**config.mk**
```make
export PLATFORM = sky130hd
export DESIGN_NAME = channel_deinterleaver_flat
export DESIGN_NICKNAME = d
export VERILOG_FILES = /design/src/rtl/chdeint_pkg.sv /design/src/rtl/channel_deinterleaver_if.sv /design/src/rtl/deint_bitmem.sv /design/src/rtl/channel_deinterleaver.sv /design/src/flat_wrapper.sv
export SDC_FILE = /design/constraint.sdc
export NUM_CORES = 2
export LEC_CHECK = 0
export ABC_AREA = 1
export ABC_CLOCK_PERIOD_IN_PS = 5630
export CAP_MARGIN = 10
export CORE_UTILIZATION = 40
export CTS_CLUSTER_SIZE = 20
export DETAILED_ROUTE_END_ITERATION = 8
export PLACE_DENSITY = 0.64
export SLEW_MARGIN = 20
export SYNTH_ARGS = -nofsm -noshare
export SYNTH_HDL_FRONTEND = slang
export SYNTH_SLANG_ARGS = --single-unit
```
**constraint.sdc**
```tcl
create_clock -name clk -period 5.63 [get_ports clk]
set_input_delay 1.126 -clock clk [delete_from_list [all_inputs] [get_ports clk]]
set_output_delay 1.126 -clock clk [all_outputs]
set_load 0.1 [all_outputs]
```
**src/rtl/chdeint_pkg.sv**
```systemverilog
// ---------------------------------------------------------------------------
// chdeint_pkg
// Shared constants, FSM state type and the n_slots -> matrix geometry lookup
// for the NB-IoT uplink channel deinterleaver.
// ---------------------------------------------------------------------------
package chdeint_pkg;

    localparam int NBITS  = 2880;   // R*C for every legal slot count
    localparam int NS_W   = 5;      // n_slots width
    localparam int ADDR_W = 12;
    localparam int ROW_W  = 8;
    localparam int COL_W  = 7;
    localparam int CNT_W  = 12;

    typedef enum logic [1:0] {IDLE, FILL, DRAIN, DONE} state_t;

    typedef struct packed {
        logic             legal;
        logic [ROW_W-1:0] r;
        logic [COL_W-1:0] c;
    } geom_t;

    // Matrix geometry for a slot count; legal=0 for anything but 2/4/8/16.
    function automatic geom_t slot_geom(input logic [NS_W-1:0] n_slots);
        geom_t g;
        g.legal = 1'b1;
        g.r     = '0;
        g.c     = '0;
        case (n_slots)
            5'd2:    begin g.r = 8'd240; g.c = 7'd12; end
            5'd4:    begin g.r = 8'd120; g.c = 7'd24; end
            5'd8:    begin g.r = 8'd60;  g.c = 7'd48; end
            5'd16:   begin g.r = 8'd30;  g.c = 7'd96; end
            default: g.legal = 1'b0;
        endcase
        return g;
    endfunction

endpackage

```
**src/rtl/channel_deinterleaver_if.sv**
```systemverilog
// ---------------------------------------------------------------------------
// channel_deinterleaver_if
// Bit-serial input/output bundle of the deinterleaver.
//   master : drives n_slots, in_en, d; observes y, out_en, busy, done, cfg_err
//   slave  : the deinterleaver itself
// ---------------------------------------------------------------------------
interface channel_deinterleaver_if;
    import chdeint_pkg::*;

    logic [NS_W-1:0] n_slots;
    logic            in_en;
    logic            d;
    logic            y;
    logic            out_en;
    logic            busy;
    logic            done;
    logic            cfg_err;

    modport master (output n_slots, in_en, d,
                    input  y, out_en, busy, done, cfg_err);
    modport slave  (input  n_slots, in_en, d,
                    output y, out_en, busy, done, cfg_err);
endinterface

```
**src/rtl/deint_bitmem.sv**
```systemverilog
// ---------------------------------------------------------------------------
// deint_bitmem
// DEPTH x 1 single-port RAM: synchronous write, registered read.
//   clk, reset : clock; reset clears only the read register, not the array
//   we, wdata  : write strobe / data
//   re, rdata  : read strobe / registered data (holds when re=0)
//   addr       : shared address
// ---------------------------------------------------------------------------
module deint_bitmem
    import chdeint_pkg::*;
#(
    parameter int DEPTH = NBITS
) (
    input  logic              clk,
    input  logic              reset,
    input  logic              we,
    input  logic              re,
    input  logic [ADDR_W-1:0] addr,
    input  logic              wdata,
    output logic              rdata
);

    logic mem [DEPTH];

    always_ff @(posedge clk) begin
        if (we)
            mem[addr] <= wdata;
    end

    always_ff @(posedge clk) begin
        if (reset)
            rdata <= 1'b0;
        else if (re)
            rdata <= mem[addr];
    end

endmodule

```
**src/rtl/channel_deinterleaver.sv**
```systemverilog
// ---------------------------------------------------------------------------
// channel_deinterleaver
// Receive-side inverse of the NB-IoT uplink channel interleaver. Takes a
// 2880-bit frame arriving column-major over an R x C matrix, stores it at
// its row-major address, then streams out the first K+4 bits in order and
// drops the zero padding.
//   clk, reset : clock, synchronous active-high reset
//   bus.slave  : n_slots/in_en/d in; y/out_en/busy/done/cfg_err out
// ---------------------------------------------------------------------------
module channel_deinterleaver
    import chdeint_pkg::*;
#(
    parameter int K = 2560
) (
    input  logic                    clk,
    input  logic                    reset,
    channel_deinterleaver_if.slave  bus
);

    localparam int OUT_LAST = K + 3;

    state_t            state;
    logic [ROW_W-1:0]  r_q, row;
    logic [COL_W-1:0]  c_q, col;
    logic [ADDR_W-1:0] wr_addr, rd_addr, mem_addr;
    logic [CNT_W-1:0]  cnt;
    logic              out_en_q, busy_q, done_q, cfg_err_q;
    logic              mem_rdata;

    geom_t geom;
    logic  start, accept, mem_we, mem_re;

    assign geom   = slot_geom(bus.n_slots);
    assign start  = (state == IDLE) && bus.in_en && geom.legal;
    assign accept = (state == FILL) && bus.in_en;
    assign mem_we = !reset && (start || accept);
    assign mem_re = !reset && (state == DRAIN);

    // The first bit always lands at address 0; afterwards FILL owns the
    // port for writes and DRAIN for reads.
    always_comb begin
        mem_addr = rd_addr;
        if (start)
            mem_addr = '0;
        else if (state == FILL)
            mem_addr = wr_addr;
    end

    deint_bitmem #(.DEPTH(NBITS)) u_mem (
        .clk   (clk),
        .reset (reset),
        .we    (mem_we),
        .re    (mem_re),
        .addr  (mem_addr),
        .wdata (bus.d),
        .rdata (mem_rdata)
    );

    always_ff @(posedge clk) begin
        if (reset) begin
            state     <= IDLE;
            r_q       <= '0;
            c_q       <= '0;
            row       <= '0;
            col       <= '0;
            wr_addr   <= '0;
            rd_addr   <= '0;
            cnt       <= '0;
            out_en_q  <= 1'b0;
            busy_q    <= 1'b0;
            done_q    <= 1'b0;
            cfg_err_q <= 1'b0;
        end else begin
            out_en_q  <= 1'b0;
            done_q    <= 1'b0;
            cfg_err_q <= 1'b0;
            case (state)
                IDLE: begin
                    if (bus.in_en) begin
                        if (geom.legal) begin
                            r_q     <= geom.r;
                            c_q     <= geom.c;
                            row     <= ROW_W'(1);
                            col     <= '0;
                            wr_addr <= ADDR_W'(geom.c);
                            cnt     <= CNT_W'(1);
                            busy_q  <= 1'b1;
                            state   <= FILL;
                        end else begin
                            cfg_err_q <= 1'b1;
                        end
                    end
                end
                FILL: begin
                    if (bus.in_en) begin
                        cnt <= cnt + CNT_W'(1);
                        // Address walks down a column in steps of C, then
                        // restarts at the top of the next column.
                        if (row == r_q - ROW_W'(1)) begin
                            row     <= '0;
                            col     <= col + COL_W'(1);
                            wr_addr <= ADDR_W'(col) + ADDR_W'(1);
                        end else begin
                            row     <= row + ROW_W'(1);
                            wr_addr <= wr_addr + ADDR_W'(c_q);
                        end
                        if (cnt == CNT_W'(NBITS - 1)) begin
                            state   <= DRAIN;
                            rd_addr <= '0;
                        end
                    end
                end
                DRAIN: begin
                    out_en_q <= 1'b1;
                    rd_addr  <= rd_addr + ADDR_W'(1);
                    if (rd_addr == ADDR_W'(OUT_LAST))
                        state <= DONE;
                end
                DONE: begin
                    done_q <= 1'b1;
                    busy_q <= 1'b0;
                    state  <= IDLE;
                end
                default: state <= IDLE;
            endcase
        end
    end

    assign bus.y       = mem_rdata;
    assign bus.out_en  = out_en_q;
    assign bus.busy    = busy_q;
    assign bus.done    = done_q;
    assign bus.cfg_err = cfg_err_q;

endmodule

```
**src/flat_wrapper.sv**
```systemverilog
// flat-port wrapper written by rule: the top's interface ports become plain ports
module channel_deinterleaver_flat import chdeint_pkg::*;
#(
    parameter int K = 2560
)
  (clk, reset, bus_n_slots, bus_in_en, bus_d, bus_y, bus_out_en, bus_busy, bus_done, bus_cfg_err);
  channel_deinterleaver_if bus_i ();
  input  logic clk;
  input  logic reset;
  input wire logic [$bits(bus_i.n_slots)-1:0] bus_n_slots;
  input wire logic [$bits(bus_i.in_en)-1:0] bus_in_en;
  input wire logic [$bits(bus_i.d)-1:0] bus_d;
  output wire logic [$bits(bus_i.y)-1:0] bus_y;
  output wire logic [$bits(bus_i.out_en)-1:0] bus_out_en;
  output wire logic [$bits(bus_i.busy)-1:0] bus_busy;
  output wire logic [$bits(bus_i.done)-1:0] bus_done;
  output wire logic [$bits(bus_i.cfg_err)-1:0] bus_cfg_err;
  assign bus_i.n_slots = bus_n_slots;
  assign bus_i.in_en = bus_in_en;
  assign bus_i.d = bus_d;
  assign bus_y = bus_i.y;
  assign bus_out_en = bus_i.out_en;
  assign bus_busy = bus_i.busy;
  assign bus_done = bus_i.done;
  assign bus_cfg_err = bus_i.cfg_err;
  channel_deinterleaver #(.K(K)) u_core (.clk(clk), .reset(reset), .bus(bus_i));
endmodule
```
==> results.yml <==
clock_network:
  ctsHoldBuffers: 0
  cts-htree-levels: 5
  cts_tree: "built"
  root_buffer_selected_by_cts: "clkbuf_16"
  postCtsSetupBuffers: 0
  post_cts_resized: 0
  buffer_levels_on_the_longest_clock_path: 4
  path_clk_slew_ps: 60
  clkLatencyLatePin_ps: 900
  cts-buffers-inserted: 317
  clkSinkCount: 2946
yosys:
  seq_area_frac_synth_pct: 64.4
  synth_largest_area_cell: "edfxtp_1"
  synth_top_area_share_pct: 63.4
  syn-mean-instance-area_sq_um: 9.41
  synth_top_flop_cell: "edfxtp_1"
  asyncSetResetFlopFracSynth_pct: 0
  synth-warning-count: 0
  synth.distinct_cells: 55
  synth.cells.most_frequent: "nor2_1 (3522), nand2_1 (3394), edfxtp_1 (2880)"
  yosysMostFrequentCell: "nor2_1"
  syn_nets: 14500
  yosys-top-cells-area: "edfxtp_1 (63%), nor2_1 (9.7%), nand2_1 (9.3%)"
  synth_enable_flop_cells: 2880
  post_synth_instance_area_sq_um: 136000
  number_of_instances_in_the_synthesized_netlist: 14500
  yosys_register_bits: 2946
finish:
  fin_nets: 14400
  finalCoreUtilization_pct: 45.7
  layout-area-overhead-vs-synth_pct: 13.7
  final_cell_area_sq_um: 155000
  layout-drive-gt1-share_pct: 8.08
  filler_cell_count: 31900
setup_path:
  cp.required_ps: 6170
  timing.critical_path.cells: "inv_1 > ha_1 > buf_4 > inv_2 > nand2_1 > o21ai_1 > nor2_1 > nand2_1 > nor2_4 > clkinv_1 > buf_12 > nor2_1 > nand2_4 > buf_12 > nor2_1"
  worst-setup-path-type: "reg -> reg"
  critical_path_peak_fanout: 19
  timing.rr.start: "u_core.state[1]"
  worstRegToRegCells: 15
  destination_of_the_worst_register_to_register_timing_path: "u_core.u_mem.mem[2789]"
  endpoint_kind_of_the_worst_setup_timing_path: "flip-flop"
  crit_path_start_kind: "flip-flop"
  worst_ep_arrival_time_ps: 5710
  critical-path-top-cell-by-count: "nor2_1"
  reg2reg_setup_slack_ps: 460
  critPathSlowestCell: "nor2_4"
  timing.critical_path.slowest_cell_delay_ps: 950
route:
  post-route-drc-count: 0
  firstDrtPassIters: 8
  routed_wl_um: 464000
  avgViaCountPerCell: 5.50
  final_antenna_net_count: 0
  drt-initial-drc-count: 15700
  routed-via-count: 105000
  post_drt_wl_per_cell_um: 24.3
pwr:
  comb_power_share_pct: 25.1
  clock_power_share_pct: 34.0
  pwr_density_cell_nw_per_um2: 380
  switching_share_pct: 32.9
  netSwitchingPower_mw: 19.4
  power.share.sequential_pct: 40.9
  finalPower_mw: 58.9
  internal-power_mw: 39.5
  total_leakage_power_nw: 58.2
  peakVddDrop_v: 0.000639
placement:
  io_buffer_count: 13
  place_congestion: 0.895
  pre_cts_slack_ps: -115
  placement.cell_area_sq_um: 145000
  dp.final_hpwl_um: 261000
sta:
  fin_ws_ps: 456
  rsz0062_at_grt: "no"
  period_needed_ps: 5170
  final.setup_skew_ps: 78.5
  finalHoldViolCount: 0
  worst_slew_margin_rel_pct: 18.7
  timing_max_transition_violations_final: 0
  tightestPinTransition_ps: 1220
  min_period_over_period_pct: 91.9
  finalSetupViolations: 0
  max_freq_mhz: 193
  totalNegativeSetupSlack_ps: 0
global_route:
  grt_max_degree: 237
  gr-usage-all-layers_pct: 26.4
  vias_in_the_first_global_route: 95100
  grt_pass1_wl_um: 661000
  global_route.overflow_total: 0
  antenna_found_initial: 16
outcome:
  outcome: "completed"
die:
  floorplan.io_pins: 14
  die_w_um: 586
  placement_rows: 214
  die_area_sq_um: 343000
  dieHeight_um: 586
  initial_core_utilization_pct: 40.2
  fp.coreArea_sq_um: 340000
hold_path:
  worstHoldPathCells: 2
  hold_start: "u_core.wr_addr[1]"
  hold_path_class: "reg -> reg"
  hold_path_end: "u_core.wr_addr[1]"
run:
  max-cap-violations: 0
[cell usage in the layout, fill, tap and decap left out, types with 66 or more instances in the layout]
| cell type | instances |
|---|---|
| o21ai_0 | 279 |
| o211ai_1 | 423 |
| clkbuf_1 | 74 |
| buf_12 | 210 |
| o21ai_1 | 200 |
| nand3_1 | 677 |
| nand2_1 | 3318 |
| inv_1 | 1475 |
| dfxtp_1 | 66 |
| buf_4 | 389 |
| a21oi_1 | 107 |
| clkinv_1 | 82 |
| nor2_1 | 3516 |
| nand3b_1 | 79 |
| clkbuf_16 | 324 |
| edfxtp_1 | 2880 |
[through the flow]
step,hold WS (ps),cells
after floorplan,419,14500
after global placement,440,18600
after detailed placement,439,18600
after CTS,454,19100
after global routing,481,19100
final,453,19100
[power groups by stage]
stage / combinational, mW / sequential [mW] / clock, mW
detailed placement: 14.4 / 24.6 / 0
floorplan: 8.37 / 24.6 / 0
global route: 15.8 / 24.1 / 20.9
global placement: 14.3 / 24.6 / 0
finish: 14.8 / 24.1 / 20.0
CTS: 14.5 / 24.1 / 20.1
[state kept, by name, summed over array words and instances (netlist names)]
| register | count |
|---|---|
| u_core.r_q | 6 |
| u_core.bus.cfg_err | 1 |
| u_core.wr_addr | 12 |
| u_core.bus.done | 1 |
| u_core.c_q | 2 |
| u_core.row | 8 |
| u_core.col | 7 |
| u_core.cnt | 12 |
| u_core.bus.out_en | 1 |
| u_core.bus.busy | 1 |
| u_core.rd_addr | 12 |
| u_core.u_mem.mem | 2880 |
| u_core.state | 2 |
| u_core.u_mem.rdata | 1 |
[cell type report]
class / instances / area (sq um) / share of cell area (%)
multi-input combinational: 8973 / 39000 / 25.2
timing repair buffer: 613 / 7300 / 4.71
tap: 4536 / 5680 / 3.66
clock buffer: 401 / 8430 / 5.43
inverter: 1494 / 5610 / 3.62
sequential: 2946 / 87800 / 56.6
antenna: 10 / 25.0 / 0.0161
clock inverter: 148 / 1180 / 0.763
[worst max-delay path, delay by kind of cell, from the launching register on]
kind	cells	cell delay, ps
AO/OA/AOI/OAI	1	260
adder cells (fa/ha/maj)	1	450
buffers and inverters	6	1370
flip-flops	1	320
AND/OR/NAND/NOR	7	2330
[worst max path at each step]
stage                     slack [ps]             from                     end  cells past startpoint
after floorplan                 2060   bus_n_slots[0]  u_core.u_mem.mem[1020]                     16
after global placement          -650   bus_n_slots[4]      u_core.u_mem.rdata                     20
after detailed placement        -110   bus_n_slots[4]      u_core.u_mem.rdata                     24
after CTS                        660  u_core.state[1]      u_core.u_mem.rdata                     21
after global routing             360  u_core.state[1]   u_core.u_mem.mem[870]                     15
final                            460  u_core.state[1]  u_core.u_mem.mem[2789]                     15
[kinds of logic (layout without fill, tap and decap cells)]
group / Yosys count / in the layout / share of synthesized area [%]
XOR/XNOR: 16 / 16 / 0.103
adder cells (fa/ha/maj): 16 / 16 / 0.152
multiplexers: 1 / 1 / 0.00734
AO/OA/AOI/OAI: 1100 / 1100 / 5.03
AND/OR/NAND/NOR: 7840 / 7840 / 22.7
flip-flops: 2946 / 2946 / 64.4
buffers and inverters: 2578 / 2656 / 7.61
other: 0 / 10 / 0
[metal layers]
| layer | GRT usage [%] | wire, um | part of all wire, % |
|---|---|---|---|
| met5 | 0.0560 | 94 | 0.020 |
| met4 | 13.4 | 26500 | 5.7 |
| met3 | 5.05 | 54600 | 12 |
| met2 | 42.1 | 211000 | 45 |
| met1 | 34.4 | 172000 | 37 |
No activity file was read; power rests on OpenSTA's default activity.
